--- config.mk ---
export PLATFORM = sky130hd
export DESIGN_NAME = vdp_sprite_line_scanner
export DESIGN_NICKNAME = d
export VERILOG_FILES = /design/src/rtl/vdp_sprite_line_scanner_pkg.sv /design/src/rtl/vdp_sprite_y_intersect.sv /design/src/rtl/vdp_sprite_line_scanner.sv
export SDC_FILE = /design/constraint.sdc
export NUM_CORES = 1
export LEC_CHECK = 0
export ABC_AREA = 1
export BUFFER_PORTS_ARGS = -buffer_cell sky130_fd_sc_hd__buf_2
export CAP_MARGIN = 20
export CORE_MARGIN = 2
export CORE_UTILIZATION = 53
export DETAILED_ROUTE_END_ITERATION = 8
export GPL_TIMING_DRIVEN = 0
export PLACE_DENSITY = 0.79
export SLEW_MARGIN = 15
export SYNTH_ARGS = -nofsm -noshare
export SYNTH_HDL_FRONTEND = slang
export SYNTH_HIERARCHICAL = 1
export SYNTH_SLANG_ARGS = --single-unit
--- constraint.sdc ---
create_clock -name clk -period 7.5 [get_ports clk]
set_clock_uncertainty 0.2 [all_clocks]
set_input_delay 1.5 -clock clk [delete_from_list [all_inputs] [get_ports clk]]
set_output_delay 1.5 -clock clk [all_outputs]
set_load 0.005 [all_outputs]
--- src/rtl/vdp_sprite_line_scanner_pkg.sv ---
// rtl/vdp_sprite_line_scanner_pkg.sv - shared field layout, states and helpers for the sprite line scanner
package vdp_sprite_line_scanner_pkg;

    // Y attribute word fields, as bit offsets above the Y_WIDTH-wide y coordinate
    localparam int YA_FLIP_OFS = 0;
    localparam int YA_HH_OFS   = 1;
    localparam int YA_S_OFS    = 3;
    localparam int YA_D_OFS    = 4;
    localparam int YA_USED_W   = 5;

    // Hit entry tag {T, S, offset[5:0]} sits directly above the sprite id
    localparam int HE_OFFSET_W = 6;
    localparam int HE_TAG_W    = 8;
    localparam logic [HE_TAG_W-1:0] HIT_TERM_TAG = 8'h80;

    // Scanner FSM encoding
    localparam logic [1:0] ST_IDLE = 2'd0;
    localparam logic [1:0] ST_SCAN = 2'd1;
    localparam logic [1:0] ST_TERM = 2'd2;

    typedef struct packed {
        logic                   hit;
        logic [HE_OFFSET_W-1:0] offset;
    } y_isect_t;

    // Sprite height in lines for a 2-bit height code: 8, 16, 32 or 64
    function automatic logic [6:0] sprite_height(input logic [1:0] hh);
        return 7'd8 << hh;
    endfunction

    // Tag of a regular hit entry (terminator bit clear)
    function automatic logic [HE_TAG_W-1:0] hit_tag(input logic s, input logic [HE_OFFSET_W-1:0] offset);
        return {1'b0, s, offset};
    endfunction

endpackage

--- src/rtl/vdp_sprite_y_intersect.sv ---
// rtl/vdp_sprite_y_intersect.sv - combinational sprite/raster-line vertical intersection test
module vdp_sprite_y_intersect
    import vdp_sprite_line_scanner_pkg::*;
#(
    parameter int Y_WIDTH = 9
) (
    input  logic [Y_WIDTH-1:0] y_i,
    input  logic [1:0]         hh_i,
    input  logic               flip_i,
    input  logic               disable_i,
    input  logic [Y_WIDTH-1:0] target_y_i,
    output y_isect_t           isect_o
);

    logic [Y_WIDTH-1:0] diff;
    logic [Y_WIDTH-1:0] height;

    // Modular distance below the sprite top so sprites straddling line 0 still hit;
    // the 6-bit offset arithmetic is exact because a hit implies diff < 64
    always_comb begin
        diff           = target_y_i - y_i;
        height         = Y_WIDTH'(sprite_height(hh_i));
        isect_o.hit    = !disable_i && (diff < height);
        isect_o.offset = flip_i ? (height[HE_OFFSET_W-1:0] - 6'd1 - diff[HE_OFFSET_W-1:0])
                                : diff[HE_OFFSET_W-1:0];
    end

endmodule

--- src/rtl/vdp_sprite_line_scanner.sv ---
// rtl/vdp_sprite_line_scanner.sv - per-line Y RAM scan producing the blitter hit list
module vdp_sprite_line_scanner
    import vdp_sprite_line_scanner_pkg::*;
#(
    parameter int SPRITE_COUNT = 256,
    parameter int ID_WIDTH     = 8,
    parameter int Y_WIDTH      = 9,
    parameter int MAX_HITS     = 64,
    parameter int HIT_AW       = 7
) (
    input  logic                  clk,
    input  logic                  reset,
    input  logic                  start_new_line,
    input  logic [Y_WIDTH-1:0]    target_y,
    output logic [ID_WIDTH-1:0]   y_read_address,
    input  logic [15:0]           y_read_data,
    output logic                  hit_write_en,
    output logic [HIT_AW-1:0]     hit_write_address,
    output logic [ID_WIDTH+7:0]   hit_write_data,
    output logic                  busy,
    output logic                  done,
    output logic [HIT_AW-1:0]     hit_count,
    output logic                  overflow
);

    localparam logic [ID_WIDTH-1:0] LAST_ID  = ID_WIDTH'(SPRITE_COUNT - 1);
    localparam logic [HIT_AW-1:0]   HIT_LIMIT = HIT_AW'(MAX_HITS);

    logic [1:0]          state_q, state_d;
    logic [Y_WIDTH-1:0]  target_q, target_d;
    logic [ID_WIDTH-1:0] addr_q, addr_d;
    logic                issue_q, issue_d;
    logic                cmp_valid_q, cmp_valid_d;
    logic [ID_WIDTH-1:0] cmp_id_q, cmp_id_d;
    logic                wr_en_q, wr_en_d;
    logic [HIT_AW-1:0]   wr_addr_q, wr_addr_d;
    logic [ID_WIDTH+7:0] wr_data_q, wr_data_d;
    logic                busy_q, busy_d;
    logic                done_q, done_d;
    logic [HIT_AW-1:0]   hit_count_q, hit_count_d;
    logic                overflow_q, overflow_d;

    y_isect_t            isect;
    logic                unused_y_bits;

    assign unused_y_bits = ^y_read_data[15:Y_WIDTH+YA_USED_W];

    vdp_sprite_y_intersect #(
        .Y_WIDTH (Y_WIDTH)
    ) u_y_intersect (
        .y_i        (y_read_data[Y_WIDTH-1:0]),
        .hh_i       (y_read_data[Y_WIDTH+YA_HH_OFS +: 2]),
        .flip_i     (y_read_data[Y_WIDTH+YA_FLIP_OFS]),
        .disable_i  (y_read_data[Y_WIDTH+YA_D_OFS]),
        .target_y_i (target_q),
        .isect_o    (isect)
    );

    // Next state: address issue, one-cycle compare stage, hit list write and terminator;
    // a new start overrides everything so in-flight work of an aborted line is dropped
    always_comb begin
        state_d     = state_q;
        target_d    = target_q;
        addr_d      = addr_q;
        issue_d     = issue_q;
        cmp_valid_d = 1'b0;
        cmp_id_d    = cmp_id_q;
        wr_en_d     = 1'b0;
        wr_addr_d   = wr_addr_q;
        wr_data_d   = wr_data_q;
        busy_d      = done_q ? 1'b0 : busy_q;
        done_d      = 1'b0;
        hit_count_d = hit_count_q;
        overflow_d  = overflow_q;

        case (state_q)
            ST_SCAN: begin
                cmp_valid_d = issue_q;
                cmp_id_d    = addr_q;
                if (issue_q) begin
                    if (addr_q == LAST_ID) begin
                        issue_d = 1'b0;
                    end else begin
                        addr_d = addr_q + ID_WIDTH'(1);
                    end
                end
                if (cmp_valid_q) begin
                    if (isect.hit) begin
                        if (hit_count_q < HIT_LIMIT) begin
                            wr_en_d     = 1'b1;
                            wr_addr_d   = hit_count_q;
                            wr_data_d   = {hit_tag(y_read_data[Y_WIDTH+YA_S_OFS], isect.offset), cmp_id_q};
                            hit_count_d = hit_count_q + HIT_AW'(1);
                        end else begin
                            overflow_d = 1'b1;
                        end
                    end
                    if (cmp_id_q == LAST_ID) begin
                        state_d = ST_TERM;
                    end
                end
            end
            ST_TERM: begin
                wr_en_d   = 1'b1;
                wr_addr_d = hit_count_q;
                wr_data_d = {HIT_TERM_TAG, {ID_WIDTH{1'b0}}};
                done_d    = 1'b1;
                state_d   = ST_IDLE;
            end
            default: begin
            end
        endcase

        if (start_new_line) begin
            state_d     = ST_SCAN;
            target_d    = target_y;
            addr_d      = '0;
            issue_d     = 1'b1;
            cmp_valid_d = 1'b0;
            wr_en_d     = 1'b0;
            busy_d      = 1'b1;
            done_d      = 1'b0;
            hit_count_d = '0;
            overflow_d  = 1'b0;
        end
    end

    // State registers with synchronous reset taking priority over a start pulse
    always_ff @(posedge clk) begin
        if (reset) begin
            state_q     <= ST_IDLE;
            target_q    <= '0;
            addr_q      <= '0;
            issue_q     <= 1'b0;
            cmp_valid_q <= 1'b0;
            cmp_id_q    <= '0;
            wr_en_q     <= 1'b0;
            wr_addr_q   <= '0;
            wr_data_q   <= '0;
            busy_q      <= 1'b0;
            done_q      <= 1'b0;
            hit_count_q <= '0;
            overflow_q  <= 1'b0;
        end else begin
            state_q     <= state_d;
            target_q    <= target_d;
            addr_q      <= addr_d;
            issue_q     <= issue_d;
            cmp_valid_q <= cmp_valid_d;
            cmp_id_q    <= cmp_id_d;
            wr_en_q     <= wr_en_d;
            wr_addr_q   <= wr_addr_d;
            wr_data_q   <= wr_data_d;
            busy_q      <= busy_d;
            done_q      <= done_d;
            hit_count_q <= hit_count_d;
            overflow_q  <= overflow_d;
        end
    end

    assign y_read_address    = addr_q;
    assign hit_write_en      = wr_en_q;
    assign hit_write_address = wr_addr_q;
    assign hit_write_data    = wr_data_q;
    assign busy              = busy_q;
    assign done              = done_q;
    assign hit_count         = hit_count_q;
    assign overflow          = overflow_q;

endmodule

# ---- Yosys cells after proc, flatten, opt, wreduce, memory -nomap -nowiden
# Cells that the tools add are included.
# Widths: inputs -> output; s select.
dict set report classes {
  n_addsub 5
  magnitude_cmp 2
  n_eq_ne 10
  n_shift 1
  mux 24
  bitwise_logic 3
  n_reduce_logical 14
}
# cell count
set op_table {}
lappend op_table {{$mux 16} 3}
lappend op_table {{$pmux 16 s2} 1}
lappend op_table {{$mux 7} 3}
lappend op_table {{$eq 8x8->1 const B} 2}
lappend op_table {{$pmux 7 s2} 1}
lappend op_table {{$reduce_and 4->1} 3}
lappend op_table {{$mux 1} 11}
lappend op_table {{$lt 9x7->1} 1}
lappend op_table {{$reduce_and 3->1} 3}
lappend op_table {{$sub 9x9->9} 1}
lappend op_table {{$add 8x1->8 const B} 1}
lappend op_table {{$ne 2x2->1 const B} 4}
lappend op_table {{$add 7x1->7 const B} 1}
lappend op_table {{$lt 7x7->1 const B} 1}
lappend op_table {{$shl 4x2->7 const A} 1}
lappend op_table {{$mux 6} 1}
lappend op_table {{$ne 3x3->1 const B} 2}
lappend op_table {{$reduce_bool 2->1} 3}
lappend op_table {{$sub 6x1->6 const B} 1}
lappend op_table {{$sub 6x6->6} 1}
lappend op_table {{$mux 2} 2}
lappend op_table {{$pmux 2 s2} 1}
lappend op_table {{$not 1->1} 3}
lappend op_table {{$reduce_bool 3->1} 1}
lappend op_table {{7 further kinds} 7}
dict set report totals {
  reg_bits 63
  in_bits 28
}

# ---- Depth between registers and ports, before layout
dict set report depth {
  ltp_word 8
  mapped_depth 23
}

# ---- Cells and area by module
# The synthesis kept the hierarchy.
# mod n_inst cells_each area_each_um2 seq_area_each_um2
set by_module_without_submodules {}
lappend by_module_without_submodules {vdp_sprite_line_scanner 1 339 2713.9 1261.2}
lappend by_module_without_submodules {vdp_sprite_y_intersect 1 114 663.1 0.0}

# ---- Worst setup path before layout
# No wires, ideal clock.
dict set report synth_path {
  kind {input -> register}
  start {input port y_read_data[2]}
  end {register wr_data_q[2], in the netlist hit_write_data[2]}
  t_arrival_ps 3996
  required_ps 7161
  path_slack_ps 3165
  stages 19
  path_cell_list {inv_1 -> ha_1 -> or2_4 -> and2_4 -> xor2_2 -> inv_1 -> ha_1 -> o21ai_0 -> nand2_1 -> a21oi_1 -> nand3_1 -> nor2_1 -> nand2_2 -> nand2_4 -> nand3_4 -> buf_6 -> buf_12 -> nand2_2 -> a21oi_2}
}
# item line
set synth_rtl {}
lappend synth_rtl {{from (decl)} vdp_sprite_line_scanner.sv:16} ;# input logic [15:0] y_read_data,
lappend synth_rtl {{to (signal assigned)} vdp_sprite_line_scanner.sv:153} ;# wr_data_q <= wr_data_d;
lappend synth_rtl {{to (decl)} vdp_sprite_line_scanner.sv:37} ;# logic [ID_WIDTH+7:0] wr_data_q, wr_data_d;

==> flow_summary.rst <==
.. list-table::
   :header-rows: 1

   * - Metric
     - Value
   * - Placed instance count
     - 597
   * - Final Cycle Share
     - about 61%
   * - Drt drc
     - 0
   * - Syn Inst Count
     - ~450
   * - Total power divided by cell area
     - between 150 and 200 nW/um^2
   * - Complex-gate fraction of the synthesized area
     - 14.2%
   * - Width of the chip
     - around 84 um
   * - Leakage Power
     - around 1.8 nW
   * - RePlAce Congestion
     - roughly 0.92
   * - Remaining antenna violation count after routing
     - 0
   * - Time the final worst path needs with I/O delays and setup
     - between 4 and 5 ns
   * - Floorplan row count
     - 29
   * - Critical path class
     - primary input to register
   * - Total number of vias
     - ~3.1k
   * - Share of Yosys cell area claimed by the top area cell type
     - around 37%
   * - Avg Synthesized Cell Area
     - 7.45 sq um
   * - Clock tree from TritonCTS
     - done
   * - Top cells by area, synth
     - dfxtp_1 (37%), nand2_1 (9.6%), ha_1 (6.7%)
   * - Flop-to-flop setup slack
     - roughly 3.8 ns
   * - Cell at the root of the clock tree
     - clkbuf_8
   * - Post-synthesis cell type with the largest combined area
     - dfxtp_1
   * - Most common flop cell mapped by yosys
     - dfxtp_1
   * - HP Class
     - register to register
   * - Die height
     - 83.8 um
   * - IO Pins
     - 70
   * - Result of the run
     - complete, no violations
   * - Critical path required time
     - 7.50 ns
   * - Total number of clock tree sinks
     - 63
   * - Number of synthesized flops with an enable pin
     - 0
   * - Tot GR Track Use
     - about 23%
   * - Critical Path Start Type
     - primary input
   * - # nets final
     - between 500 and 600
   * - Fraction of registers with async set/reset
     - 0%
   * - Worst setup timing slack at the placement stage
     - roughly 2.6 ns
   * - CTS H-tree lvls
     - 3
   * - Remaining max-slew budget at the tightest pin
     - a little over half
   * - Core area
     - between 6000 and 7000 sq um
   * - Multiplexer share of the synthesized area
     - 0%
   * - Top-count cell post-synth
     - nand2_1
   * - Switching Share
     - 27.3%
   * - Peak fanout along the critical path
     - 10
   * - Sequential share of the synthesized area
     - a little under two fifths
   * - Hold_sp
     - hit_write_address[1]
   * - Synth-to-Final Area Change
     - 18.6%
   * - Die area
     - 7030 sq um
   * - Post-Synth XOR/XNOR Area
     - under 10%
   * - Total wirelength of the detailed-routed design
     - around 7.6 mm
   * - Sequential group share of total power
     - 45.2%
   * - Final non-filler cell total
     - between 600 and 700
   * - Maximum clock frequency
     - 0.219 GHz
   * - Setup repair after global routing missed its margin
     - false
   * - Post-synthesis register bit count
     - between 60 and 70
   * - Final count of hold timing violations
     - 0
   * - Sum Neg Setup Slack
     - 0 ns
   * - Worst flop-to-flop path startpoint
     - target_q[0]
   * - Routed length per placed instance
     - between 10 and 15 um
   * - Setup-violating endpoint count in the final report
     - 0
   * - Clock-pin slew on the worst setup and hold paths
     - ~0.07 ns
   * - Half-perimeter wire length after placement
     - between 5 and 6 mm
   * - Placement Cell Area
     - 3810 sq um
   * - Area share of and/or/nand/nor cells after synthesis
     - between 20 and 30%
   * - Number of buffers inserted to repair setup after CTS
     - 0
   * - Final global-route overflow total
     - 0
   * - Peak VDD IR
     - ~110 uV
   * - Maximum number of pins on one net before global-route repair
     - 11
   * - Initial core utilization
     - 54.1%
   * - Vias in the first global route
     - around 2.9k
   * - Proportion of power drawn by the clock network
     - between 30% and 40%
   * - Transition time at the pin with the least slew margin
     - roughly 0.68 ns
   * - Setup slack of the critical path after layout
     - between 2 and 3 ns
   * - First-pass DRT Iterations
     - 5
   * - Arrival time worst endpoint
     - ~4.6 ns
   * - Vias per inst
     - approximately 5.0
   * - Switching component of the power
     - around 220 uW
   * - Worst setup path startpoint
     - y_read_data[0]
   * - YS warnings
     - 6
   * - Antenna violations before repair
     - 0
   * - Final Max Slew Viols
     - 0
   * - Iteration-0 DRC count of the detailed router
     - ~150
   * - Area of all placed cells without fillers
     - ~4000 sq um
   * - Maximum capacitance violations
     - 0
   * - Area of the mapped netlist
     - roughly 3400 sq um
   * - Clock buffers created by TritonCTS
     - 9
   * - Cts hold-fix bufs
     - 0
   * - Global-route wire length before repair
     - between 10 and 15 mm
   * - I/O Buffers
     - 67
   * - Total power of the final layout
     - between 700 and 800 uW
   * - Worst hold-check slack
     - roughly 0.24 ns
   * - Combinational share of power
     - between 10% and 20%
   * - Number of distinct library cell variants in the gate-level netlist after synthesis
     - 38
   * - Synth Net Count
     - ~500
   * - Largest family of logic cells by synthesized area
     - simple AND/OR/NAND/NOR gates
   * - Resized Gates After CTS
     - 0
   * - Internal Power
     - 576 uW
   * - Final standard cell utilization of the core
     - between 60 and 70%
   * - Adder-cell share of the synthesized area
     - about 8%
   * - List of most frequent post-synthesis cells
     - nand2_1 (86), dfxtp_1 (63), nor2_1 (59)
   * - Element type at the critical path end
     - register
   * - Insertion delay to the later sink of the worst-skew pair
     - 0.34 ns
   * - Maximum buffer depth of the clock tree
     - 2
   * - Layout cell share with drive strength beyond 1
     - 27.3%
   * - Inserted Diodes
     - 0
metal layers:
| metal | vias to the layer above | wire length [um] | global-route usage [%] |
|---|---|---|---|
| met1 | 1392 | 3440 | 28.0 |
| li1 | 1594 | - | - |
| met2 | 70 | 3650 | 38.1 |
| met4 | 0 | 166 | 9.82 |
| met3 | 17 | 335 | 4.65 |
| met5 | - | 0 | 0 |
cell usage in the layout (no fill, tap or decap), drive strengths merged:
| cell type | instances |
|---|---|
| clkinvlp | 1 |
| a21oi | 46 |
| inv | 58 |
| clkbuf | 14 |
| dfxtp | 63 |
| xor2 | 6 |
| bufinv | 1 |
| ha | 18 |
| nand3 | 20 |
| nand2 | 114 |
| and2 | 2 |
| o21ai | 32 |
| nor2 | 62 |
| nor3 | 1 |
| nand4 | 2 |
| xnor2 | 5 |
| buf | 79 |
| clkinv | 1 |
| fa | 2 |
| or2 | 3 |
| a31oi | 3 |
| a211oi | 1 |
| o21bai | 1 |
path summary, 6_finish.rpt:
kind,depth (start not counted),to
max,23,hit_write_data[3]
min,2,hit_write_address[1]
max reg2reg,23,hit_write_data[3]
min reg2reg,2,hit_write_address[1]
registers in the layout (all words and copies together), names as in the netlist:
| register | flops |
|---|---|
| hit_write_data | 16 |
| target_q | 9 |
| cmp_id_q | 8 |
| y_read_address | 8 |
| hit_count | 7 |
| hit_write_address | 7 |
| state_q | 2 |
| busy | 1 |
| cmp_valid_q | 1 |
| done | 1 |
| hit_write_en | 1 |
| issue_q | 1 |
| overflow | 1 |
cell families after synthesis:
kind of cell,Yosys count
buffers and inverters,72
xor gates and xnor gates,11
adders and majority gates,20
DFF,63
AOI/OAI and AO/OA,83
and+or+nand+nor,204
cell type report:
| class | instances | area (sq um) |
|---|---|---|
| clock inverters | 3 | 42.5 |
| flip-flops and latches | 63 | 1260 |
| well taps | 77 | 96.3 |
| clock buffers | 12 | 155 |
| repair buffers | 67 | 335 |
| inverters | 58 | 218 |
| plain buffers | 14 | 115 |
| multi-input cells | 318 | 1780 |
| fillers | 565 | 2230 |
power groups by stage:
stage	clock network, mW	logic, mW	registers [mW]
global route	0.316	0.156	0.360
CTS	0.300	0.139	0.358
finish	0.296	0.138	0.358
floorplan	0	0.0997	0.365
global placement	0	0.132	0.365
detailed placement	0	0.137	0.366
worst max-delay path: stages:
cell and delay (ns):
buf_2 0.09, ha_1 0.14, inv_1 0.06, fa_1 0.41, nand2_1 0.09, nand2_1 0.07, nand2_1 0.10, nor2_1 0.05
nor2_1 0.11, xnor2_1 0.16, ha_1 0.28, a21oi_1 0.13, nand2_1 0.06, a21oi_1 0.17, nand3_1 0.10, nor2_1 0.31
nand2_2 0.11, nand2_4 0.10, nand3_4 0.10, buf_6 0.17, buf_12 0.15, nand2_2 0.07, a21oi_2 0.05
Note: power is estimated with default switching activity, not from simulation.
